`src/rtl/irq_vector_controller_if.sv`:
```
// Wishbone slave bus bundle for irq_vector_controller.
// Signal names keep the slave-side direction suffixes of the bus they carry.
interface irq_vector_controller_if;
    logic        wb_cyc_i;
    logic        wb_stb_i;
    logic        wb_we_i;
    logic [15:0] wb_adr_i;
    logic [15:0] wb_dat_i;
    logic [15:0] wb_dat_o;
    logic        wb_ack_o;

    modport slave (
        input  wb_cyc_i,
        input  wb_stb_i,
        input  wb_we_i,
        input  wb_adr_i,
        input  wb_dat_i,
        output wb_dat_o,
        output wb_ack_o
    );

    modport master (
        output wb_cyc_i,
        output wb_stb_i,
        output wb_we_i,
        output wb_adr_i,
        output wb_dat_i,
        input  wb_dat_o,
        input  wb_ack_o
    );
endinterface

```
`src/rtl/irq_vector_controller.sv`:
```
// Interrupt aggregator: NUM_SOURCES synchronised hardware sources plus one
// software (user) interrupt at flag index NUM_SOURCES. Each hardware source
// has edge/level mode, polarity, a sticky flag and a mask. A registered irq_o
// and a priority-encoded VECTOR register are presented to the processor.
module irq_vector_controller #(
    parameter int unsigned                NUM_SOURCES = 8,
    parameter logic [NUM_SOURCES-1:0]     MODE_RST    = '1
) (
    input  logic                          wb_clk_i,
    input  logic                          wb_rst_i,
    irq_vector_controller_if.slave        wb,
    input  logic [NUM_SOURCES-1:0]        irq_i,
    output logic                          irq_o
);

    localparam int unsigned NS = NUM_SOURCES;

    localparam logic [2:0] ADR_FLAG   = 3'd0;
    localparam logic [2:0] ADR_MASK   = 3'd1;
    localparam logic [2:0] ADR_MODE   = 3'd2;
    localparam logic [2:0] ADR_POL    = 3'd3;
    localparam logic [2:0] ADR_SWIRQ  = 3'd4;
    localparam logic [2:0] ADR_VECTOR = 3'd5;
    localparam logic [2:0] ADR_STATUS = 3'd6;

    // Input path state
    logic [NS-1:0] r_sync1;
    logic [NS-1:0] r_sync2;
    logic [NS-1:0] r_hist;

    // Configuration and status
    logic [NS-1:0] r_mode;
    logic [NS-1:0] r_pol;
    logic [NS:0]   r_mask;
    logic [NS:0]   r_flag;

    // Bus and output registers
    logic          r_ack;
    logic [15:0]   r_dat;
    logic          r_irq;

    // Combinational nets
    logic [2:0]    w_adr;
    logic          w_access;
    logic          w_wr;
    logic          w_wr_flag;
    logic          w_wr_mask;
    logic          w_wr_mode;
    logic          w_wr_pol;
    logic          w_wr_swirq;
    logic [NS-1:0] w_level;
    logic [NS-1:0] w_event;
    logic [NS-1:0] w_mode_next;
    logic [NS-1:0] w_pol_next;
    logic [NS-1:0] w_hist_next;
    logic [NS:0]   w_clr;
    logic [NS:0]   w_flag_next;
    logic [NS:0]   w_pending;
    logic [3:0]    w_vec_idx;
    logic [15:0]   w_vector;
    logic [15:0]   w_rdata;
    logic          w_unused_adr;

    assign wb.wb_ack_o = r_ack;
    assign wb.wb_dat_o = r_dat;
    assign irq_o       = r_irq;

    // Only the low three address bits select a register.
    assign w_adr        = wb.wb_adr_i[2:0];
    assign w_unused_adr = ^wb.wb_adr_i[15:3];

    // One access per ack: the cycle that raises ack cannot start another.
    assign w_access   = wb.wb_cyc_i & wb.wb_stb_i & ~r_ack;
    assign w_wr       = w_access & wb.wb_we_i;
    assign w_wr_flag  = w_wr & (w_adr == ADR_FLAG);
    assign w_wr_mask  = w_wr & (w_adr == ADR_MASK);
    assign w_wr_mode  = w_wr & (w_adr == ADR_MODE);
    assign w_wr_pol   = w_wr & (w_adr == ADR_POL);
    assign w_wr_swirq = w_wr & (w_adr == ADR_SWIRQ);

    assign w_mode_next = w_wr_mode ? wb.wb_dat_i[NS-1:0] : r_mode;
    assign w_pol_next  = w_wr_pol  ? wb.wb_dat_i[NS-1:0] : r_pol;

    // Normalised level: POL = 1 turns an active-low source into active-high.
    assign w_level = r_sync2 ^ r_pol;

    // Edge mode fires on a rising normalised edge, level mode while active.
    assign w_event = w_level & (~r_mode | ~r_hist);

    // History follows the level under the polarity that will apply next
    // cycle, so a POL write never looks like an edge. A MODE write leaves
    // the polarity alone, so plain tracking already covers it.
    assign w_hist_next = r_sync2 ^ w_pol_next;

    assign w_pending = r_flag & r_mask;

    // Next flag state: write-1-to-clear, with a new event overriding the clear.
    always_comb begin
        w_clr = '0;
        if (w_wr_flag) begin
            w_clr = wb.wb_dat_i[NS:0];
        end
        w_flag_next         = r_flag;
        w_flag_next[NS-1:0] = (r_flag[NS-1:0] & ~w_clr[NS-1:0]) | w_event;
        if (w_wr_swirq) begin
            w_flag_next[NS] = (wb.wb_dat_i == 16'hFFFF);
        end else begin
            w_flag_next[NS] = r_flag[NS] & ~w_clr[NS];
        end
    end

    // Priority encoder over pending sources; index 0 wins.
    always_comb begin
        w_vec_idx = 4'd0;
        for (int i = NS; i >= 0; i--) begin
            if (w_pending[i]) begin
                w_vec_idx = 4'(i);
            end
        end
        w_vector = {|w_pending, 11'b0, w_vec_idx};
    end

    // Read data mux, zero-extended to the bus width.
    always_comb begin
        w_rdata = '0;
        case (w_adr)
            ADR_FLAG:   w_rdata[NS:0]   = r_flag;
            ADR_MASK:   w_rdata[NS:0]   = r_mask;
            ADR_MODE:   w_rdata[NS-1:0] = r_mode;
            ADR_POL:    w_rdata[NS-1:0] = r_pol;
            ADR_SWIRQ:  w_rdata[0]      = r_flag[NS];
            ADR_VECTOR: w_rdata         = w_vector;
            ADR_STATUS: w_rdata[NS-1:0] = w_level;
            default:    w_rdata         = '0;
        endcase
    end

    // Two-flop synchroniser and edge history.
    always_ff @(posedge wb_clk_i or posedge wb_rst_i) begin
        if (wb_rst_i) begin
            r_sync1 <= '0;
            r_sync2 <= '0;
            r_hist  <= '0;
        end else begin
            r_sync1 <= irq_i;
            r_sync2 <= r_sync1;
            r_hist  <= w_hist_next;
        end
    end

    // Configuration registers written over the bus.
    always_ff @(posedge wb_clk_i or posedge wb_rst_i) begin
        if (wb_rst_i) begin
            r_mask <= '0;
            r_mode <= MODE_RST;
            r_pol  <= '0;
        end else begin
            if (w_wr_mask) begin
                r_mask <= wb.wb_dat_i[NS:0];
            end
            r_mode <= w_mode_next;
            r_pol  <= w_pol_next;
        end
    end

    // Sticky interrupt flags.
    always_ff @(posedge wb_clk_i or posedge wb_rst_i) begin
        if (wb_rst_i) begin
            r_flag <= '0;
        end else begin
            r_flag <= w_flag_next;
        end
    end

    // Single-cycle acknowledge with read data captured from pre-edge state.
    always_ff @(posedge wb_clk_i or posedge wb_rst_i) begin
        if (wb_rst_i) begin
            r_ack <= 1'b0;
            r_dat <= '0;
        end else begin
            r_ack <= w_access;
            if (w_access) begin
                r_dat <= w_rdata;
            end
        end
    end

    // Registered interrupt request from masked-in flags.
    always_ff @(posedge wb_clk_i or posedge wb_rst_i) begin
        if (wb_rst_i) begin
            r_irq <= 1'b0;
        end else begin
            r_irq <= |w_pending;
        end
    end

endmodule

```
`src/flat_wrapper.sv`:
```
// flat-port wrapper written by rule: the top's interface ports become plain ports
module irq_vector_controller_flat 
#(
    parameter int unsigned                NUM_SOURCES = 8,
    parameter logic [NUM_SOURCES-1:0]     MODE_RST    = '1
)
  (wb_clk_i, wb_rst_i, irq_i, irq_o, wb_wb_cyc_i, wb_wb_stb_i, wb_wb_we_i, wb_wb_adr_i, wb_wb_dat_i, wb_wb_dat_o, wb_wb_ack_o);
  irq_vector_controller_if wb_i ();
  input  logic wb_clk_i;
  input  logic wb_rst_i;
  input  logic [NUM_SOURCES-1:0] irq_i;
  output logic irq_o;
  input wire logic [$bits(wb_i.wb_cyc_i)-1:0] wb_wb_cyc_i;
  input wire logic [$bits(wb_i.wb_stb_i)-1:0] wb_wb_stb_i;
  input wire logic [$bits(wb_i.wb_we_i)-1:0] wb_wb_we_i;
  input wire logic [$bits(wb_i.wb_adr_i)-1:0] wb_wb_adr_i;
  input wire logic [$bits(wb_i.wb_dat_i)-1:0] wb_wb_dat_i;
  output wire logic [$bits(wb_i.wb_dat_o)-1:0] wb_wb_dat_o;
  output wire logic [$bits(wb_i.wb_ack_o)-1:0] wb_wb_ack_o;
  assign wb_i.wb_cyc_i = wb_wb_cyc_i;
  assign wb_i.wb_stb_i = wb_wb_stb_i;
  assign wb_i.wb_we_i = wb_wb_we_i;
  assign wb_i.wb_adr_i = wb_wb_adr_i;
  assign wb_i.wb_dat_i = wb_wb_dat_i;
  assign wb_wb_dat_o = wb_i.wb_dat_o;
  assign wb_wb_ack_o = wb_i.wb_ack_o;
  irq_vector_controller #(.NUM_SOURCES(NUM_SOURCES), .MODE_RST(MODE_RST)) u_core (.wb_clk_i(wb_clk_i), .wb_rst_i(wb_rst_i), .wb(wb_i), .irq_i(irq_i), .irq_o(irq_o));
endmodule
```
`config.mk`:
```
export PLATFORM = sky130hd
export DESIGN_NAME = irq_vector_controller_flat
export DESIGN_NICKNAME = d
export VERILOG_FILES = /design/src/rtl/irq_vector_controller_if.sv /design/src/rtl/irq_vector_controller.sv /design/src/flat_wrapper.sv
export SDC_FILE = /design/constraint.sdc
export NUM_CORES = 1
export LEC_CHECK = 0
export ABC_AREA = 1
export CAP_MARGIN = 10
export CORE_UTILIZATION = 29
export DETAILED_ROUTE_END_ITERATION = 7
export PLACE_DENSITY = 0.58
export SYNTH_ARGS = -nofsm -noshare
export SYNTH_HDL_FRONTEND = slang
export SYNTH_SLANG_ARGS = --single-unit
```
`constraint.sdc`:
```
create_clock -name wb_clk_i -period 4.72 [get_ports wb_clk_i]
set_input_delay 0.944 -clock wb_clk_i [delete_from_list [all_inputs] [get_ports wb_clk_i]]
set_output_delay 0.944 -clock wb_clk_i [all_outputs]
set_load 0.05 [all_outputs]
```
# Word level (Yosys, flattened, before mapping)
# Cells that the tools add are included.
[classes]
eq_ne = 7
mux = 16
bitwise = 21
n_reduce_logical = 2
[ops]
columns = ["op", "n"]
rows = [
  ["case mux 7 bit (6 select lines)", 1],
  ["two-way mux 4 bit", 9],
  ["inverter 8 bit", 3],
  ["bitwise AND 8 bit", 2],
  ["== test 16 bit, second input constant", 1],
  ["OR 8 bit", 2],
  ["XOR 8 bit", 2],
  ["bitwise AND 1 bit", 9],
  ["bitwise AND 9 bit", 1],
  ["== test 3 bit, second input constant", 3],
  ["two-way mux 9 bit", 1],
  ["OR reduction 9 bit", 1],
  ["two-way mux 8 bit", 1],
  ["two-way mux 7 bit", 1],
  ["case mux 1 bit (7 select lines)", 1],
  ["== test 3 x 2 -> 1 bit, second input constant", 2],
  ["== test 3 x 1 -> 1 bit, second input constant", 1],
  ["zero test 3 bit", 1],
  ["inverter 1 bit", 2],
  ["case mux 1 bit (2 select lines)", 1],
  ["two-way mux 1 bit", 1],
]
[word_totals]
reg_bits = 76
input_bits = 45
out_inout_bits = 18

# Longest topological paths before layout
[logic_depth]
depth_word = 11
depth_mapped = 12
depth_no_buf = 12

# Worst setup path after synthesis
# No wires, ideal clock.
[synth_path]
kind = "input -> register"
startpoint = "in wb_wb_adr_i[2]"
endpoint = "reg u_core.r_hist[2]"
setup_time_ps = 126
t_arrival_ps = 1928
required_time_ps = 4594
slack_ps = 2666
path_stages = 7
n_path_buf = 2
path_cell_list = "buf_6 > nor3_4 > nand2_4 > buf_6 > nand2_1 > o21ai_2 > xor2_1"
[synth_between]
elab_chain_cells = 4
[synth_rtl]
columns = ["element", "line", "source"]
rows = [
  ["from (decl)", "flat_wrapper.sv:16", "input wire logic [$bits(wb_i.wb_adr_i)-1:0] wb_wb_adr_i;"],
  ["== test 3 x 2 -> 1 bit", "irq_vector_controller.sv:78", "assign w_wr_pol = w_wr & (w_adr == ADR_POL);"],
  ["bitwise AND 1 bit", "irq_vector_controller.sv:78", ""],
  ["two-way mux 8 bit", "irq_vector_controller.sv:82", "assign w_pol_next = w_wr_pol ? wb.wb_dat_i[NS-1:0] : r_pol;"],
  ["named net u_core.w_pol_next[2]", "irq_vector_controller.sv:54", "logic [NS-1:0] w_pol_next;"],
  ["XOR 8 bit", "irq_vector_controller.sv:93", "assign w_hist_next = r_sync2 ^ w_pol_next;"],
  ["named net u_core.w_hist_next[2]", "irq_vector_controller.sv:55", "logic [NS-1:0] w_hist_next;"],
  ["to (signal assigned)", "irq_vector_controller.sv:147", "r_hist <= w_hist_next;"],
  ["to (decl)", "irq_vector_controller.sv:29", "logic [NS-1:0] r_hist;"],
]
# The timed path passes the listed nets, and every way through them passes these cells.
# A chain may end at the register's enable or synchronous reset.

# Final worst setup path
[layout_path]
startpoint = "in wb_wb_adr_i[2]"
endpoint = "reg u_core.r_flag[8]"
[layout_between]
elab_chain_cells = 6
word_cells_on_any_way = 8
cone_classes = "eq/ne: 1; mux: 2; bitwise: 4; reduce/logical: 1"
[layout_rtl]
columns = ["element", "line", "source"]
rows = [
  ["zero test 3 bit", "irq_vector_controller.sv:75", "assign w_wr_flag = w_wr & (w_adr == ADR_FLAG);"],
  ["bitwise AND 1 bit", "irq_vector_controller.sv:75", ""],
  ["two-way mux 9 bit", "irq_vector_controller.sv:100", "if (w_wr_flag) begin"],
  ["inverter 1 bit", "irq_vector_controller.sv:108", "w_flag_next[NS] = r_flag[NS] & ~w_clr[NS];"],
  ["bitwise AND 1 bit", "irq_vector_controller.sv:108", ""],
  ["two-way mux 1 bit *", "irq_vector_controller.sv:105", "if (w_wr_swirq) begin"],
  ["named net u_core.w_flag_next[8]", "irq_vector_controller.sv:57", "logic [NS:0] w_flag_next;"],
  ["to (signal assigned)", "irq_vector_controller.sv:171", "r_flag <= w_flag_next;"],
  ["to (decl)", "irq_vector_controller.sv:35", "logic [NS:0] r_flag;"],
]
# The timed path passes the listed nets; every way through them passes the cells marked *.

==> impl_metrics.csv <==
group,metric,value,unit
yosys,yosys.area.top_type,"dfrtp_1",
critical_path,path_max_fanout,10,
pwr,intPower,1260,uW
critical_path,cp-end-kind,"register",
layout,final_core_util,0.380,
clock_network,cts_tree,"built",
clock_network,cts_resized,0,
placement,port_buffers,43,
critical_path,slowest_stage,"nor3_2",
floorplanning,die_h,105,um
yosys,synth.top_cells.by_count,"124 x nand2_1, 62 x dfrtp_1, 33 x o21ai_0",
yosys,synth_area_per_cell,8.99,sq um
floorplanning,core_area,10300,sq um
placement,placed_area,3630,sq um
timing,worst_slew_pin_slew,0.803,ns
clock_network,cts_made_buffers,9,
clock_network,clk_latency,0.35,ns
clock_network,cts.clk_slew.worst_paths,0.07,ns
pwr,totalPowerFinal,1730,uW
critical_path,max_stage_delay,0.68,ns
run,max_cap_violations,0,
pwr,power_frac_clock,0.396,
yosys,syn_area,3080,sq um
layout,final_nets,437,
detailed_routing,antenna_left,0,
critical_path,worstPathArrival,3.03,ns
placement,gp_congestion,0.813,
layout,antenna-diode-count,0,
timing,finClkSkew,0.00897,ns
placement,dp_hpwl,4.92,mm
pwr,comb_power_share,0.180,
pwr,power_switching,472,uW
yosys,synth_top_area_frac,0.503,
worst_hold_path,min_path_type,"register to register",
yosys,synth_edf_count,0,
global_routing,grt_first_pass_wirelength,11.6,mm
yosys,syn_inst,343,
critical_path,cp_top_family,"simple AND/OR/NAND/NOR gates",
global_routing,antenna_found_initial,0,
clock_network,clock-root-buffer,"clkbuf_8",
detailed_routing,drtPass1Iterations,4,
critical_path,r2r_cells,5,
worst_hold_path,hold_depth,0,
yosys,yosys.cell_types.count,27,
timing,slew_headroom,0.462,
detailed_routing,drt_wl_total,6.94,mm
yosys,ys_seq_elements,70,
floorplanning,rows,37,
critical_path,setup.worst_path.start_class,"input port",
timing,layout_min_cycle_time,2.81,ns
yosys,ys_top_cells_by_area,"dfrtp_1 50%, nand2_1 15%, dfstp_2 6.8%",
floorplanning,dieArea,11000,sq um
yosys,yosysMostFrequentCell,"nand2_1",
timing,fin_setup_tns,0,ns
yosys,async_flop_share,1.00,
detailed_routing,viasPerCell,4.39,
critical_path,critPathKind,"input port to register",
yosys,seq_area_frac_synth,0.571,
timing,holdWs,0.349,ns
clock_network,h-tree-depth,3,
critical_path,path_buf_inv,1,
timing,setup_violations,0,
floorplanning,start_util,0.299,
global_routing,gr-total-overflow,0,
clock_network,postCtsSetupBuffers,0,
status,status,"finished clean",
yosys,synthFlopType,"dfrtp_1",
global_routing,grt_max_degree,37,
detailed_routing,wire_per_inst,13.0,um
global_routing,grt_usage,0.140,
timing,fmax,0.356,GHz
pwr,vdd_ir_drop_max,0.156,mV
pwr,power_switching_share,0.272,
layout,synthToLayoutAreaGrowth,27.1,%
detailed_routing,drt_iter0_markers,146,
pwr,p_seq_frac,0.424,
timing,grt_setup_unrepaired,"no",
pwr,power_density,442,nW/um^2
clock_network,clockBufferDepth,2,
floorplanning,io_pins,63,
critical_path,cp_num_cells,5,
pwr,leakage,0.00183,uW
detailed_routing,vias,2341,
timing,hold_viol,0,
yosys,synth-warning-count,0,
timing,final_max_slew_viol_count,0,
clock_network,cts_sinks,70,
clock_network,postCtsHoldBufs,0,
layout,design_area,3920,sq um
timing,fin_crit_sh,0.595,
detailed_routing,drcViolationCount,0,
floorplanning,die_width,105,um
global_routing,grt_pass1_vias,2295,
layout,drive_gt1_frac,0.0982,
critical_path,cp.required,4.94,ns
critical_path,crit_path_cell_trace,"clkdlybuf4s50_1, nor3_2, nand2_1, o211ai_1, o21ai_0",
-- worst paths after layout --
check                                   start           endpoint  slack [ns]
max                            wb_wb_adr_i[2]   u_core.r_flag[8]        1.91
min                         u_core.r_sync1[2]  u_core.r_sync2[2]        0.35
max reg2reg                u_core.wb.wb_ack_o   u_core.r_mode[3]        2.87
min reg2reg                 u_core.r_sync1[2]  u_core.r_sync2[2]        0.35
max in group asynchronous            wb_rst_i   u_core.r_mode[1]        2.89
min in group asynchronous            wb_rst_i   u_core.r_flag[2]        1.04
-- power groups by stage --
stage	Clock, uW	Combinational (uW)	Sequential [uW]
global route	727	347	745
detailed placement	0	313	746
global placement	0	309	742
CTS	701	314	734
floorplan	0	163	795
finish	686	312	734
-- cell usage in the layout (no fill, tap or decap) --
cell type / instances
o21ai_2: 8
clkinvlp_4: 1
dfrtp_1: 62
xor2_1: 14
conb_1: 6
clkbuf_8: 9
nand3_1: 15
nand2_4: 1
a21oi_1: 6
a22o_1: 3
bufinv_16: 5
buf_4: 2
nor3_2: 1
inv_2: 2
nor2_2: 1
clkdlybuf4s50_1: 43
dfstp_2: 8
a31oi_1: 1
nand4_1: 6
xnor2_1: 2
clkbuf_1: 1
inv_1: 25
o211ai_1: 1
nor4_1: 2
nand2_1: 124
nor2_1: 13
nor3_4: 1
o21ai_0: 33
clkinv_1: 1
-- metal layers --
metal / vias up / wire [um] / track usage
li1: 1186 / - / -
met1: 1069 / 3370 / 0.193
met2: 74 / 3100 / 0.207
met3: 12 / 319 / 0.0268
met4: 0 / 150 / 0.0744
met5: - / 0 / 0
-- sequential cells by signal, indices dropped and copies added (netlist names) --
name / cells
u_core.irq_o: 1
u_core.r_flag: 9
u_core.r_hist: 8
u_core.r_mask: 9
u_core.r_mode: 8
u_core.r_pol: 8
u_core.r_sync1: 8
u_core.r_sync2: 8
u_core.wb.wb_ack_o: 1
u_core.wb.wb_dat_o: 10
-- metrics by stage --
step,setup WS [ns],std cells
after CTS,1.97,533
after global placement,1.67,517
after detailed placement,1.60,517
after floorplan,2.02,348
final,1.91,533
after global routing,1.81,533
-- kinds of logic (layout without fill, tap and decap cells) --
kind of cell / count (synthesis) / after routing / share of synthesized area
and+or+nand+nor: 164 / 164 / 0.222
xor gates and xnor gates: 16 / 16 / 0.0455
AOI/OAI and AO/OA: 52 / 52 / 0.0990
other: 1 / 6 / 0.00122
buffers and inverters: 40 / 89 / 0.0613
DFF: 70 / 70 / 0.571
-- area by class of cell --
type | count | area, sq um
inverters | 28 | 105
clock inverters | 6 | 158
multi-input cells | 238 | 1150
clock buffers | 10 | 128
well taps | 136 | 170
fillers | 1031 | 6400
repair buffers | 45 | 445
flip-flops and latches | 70 | 1760
(Power assumes the default switching activity.)
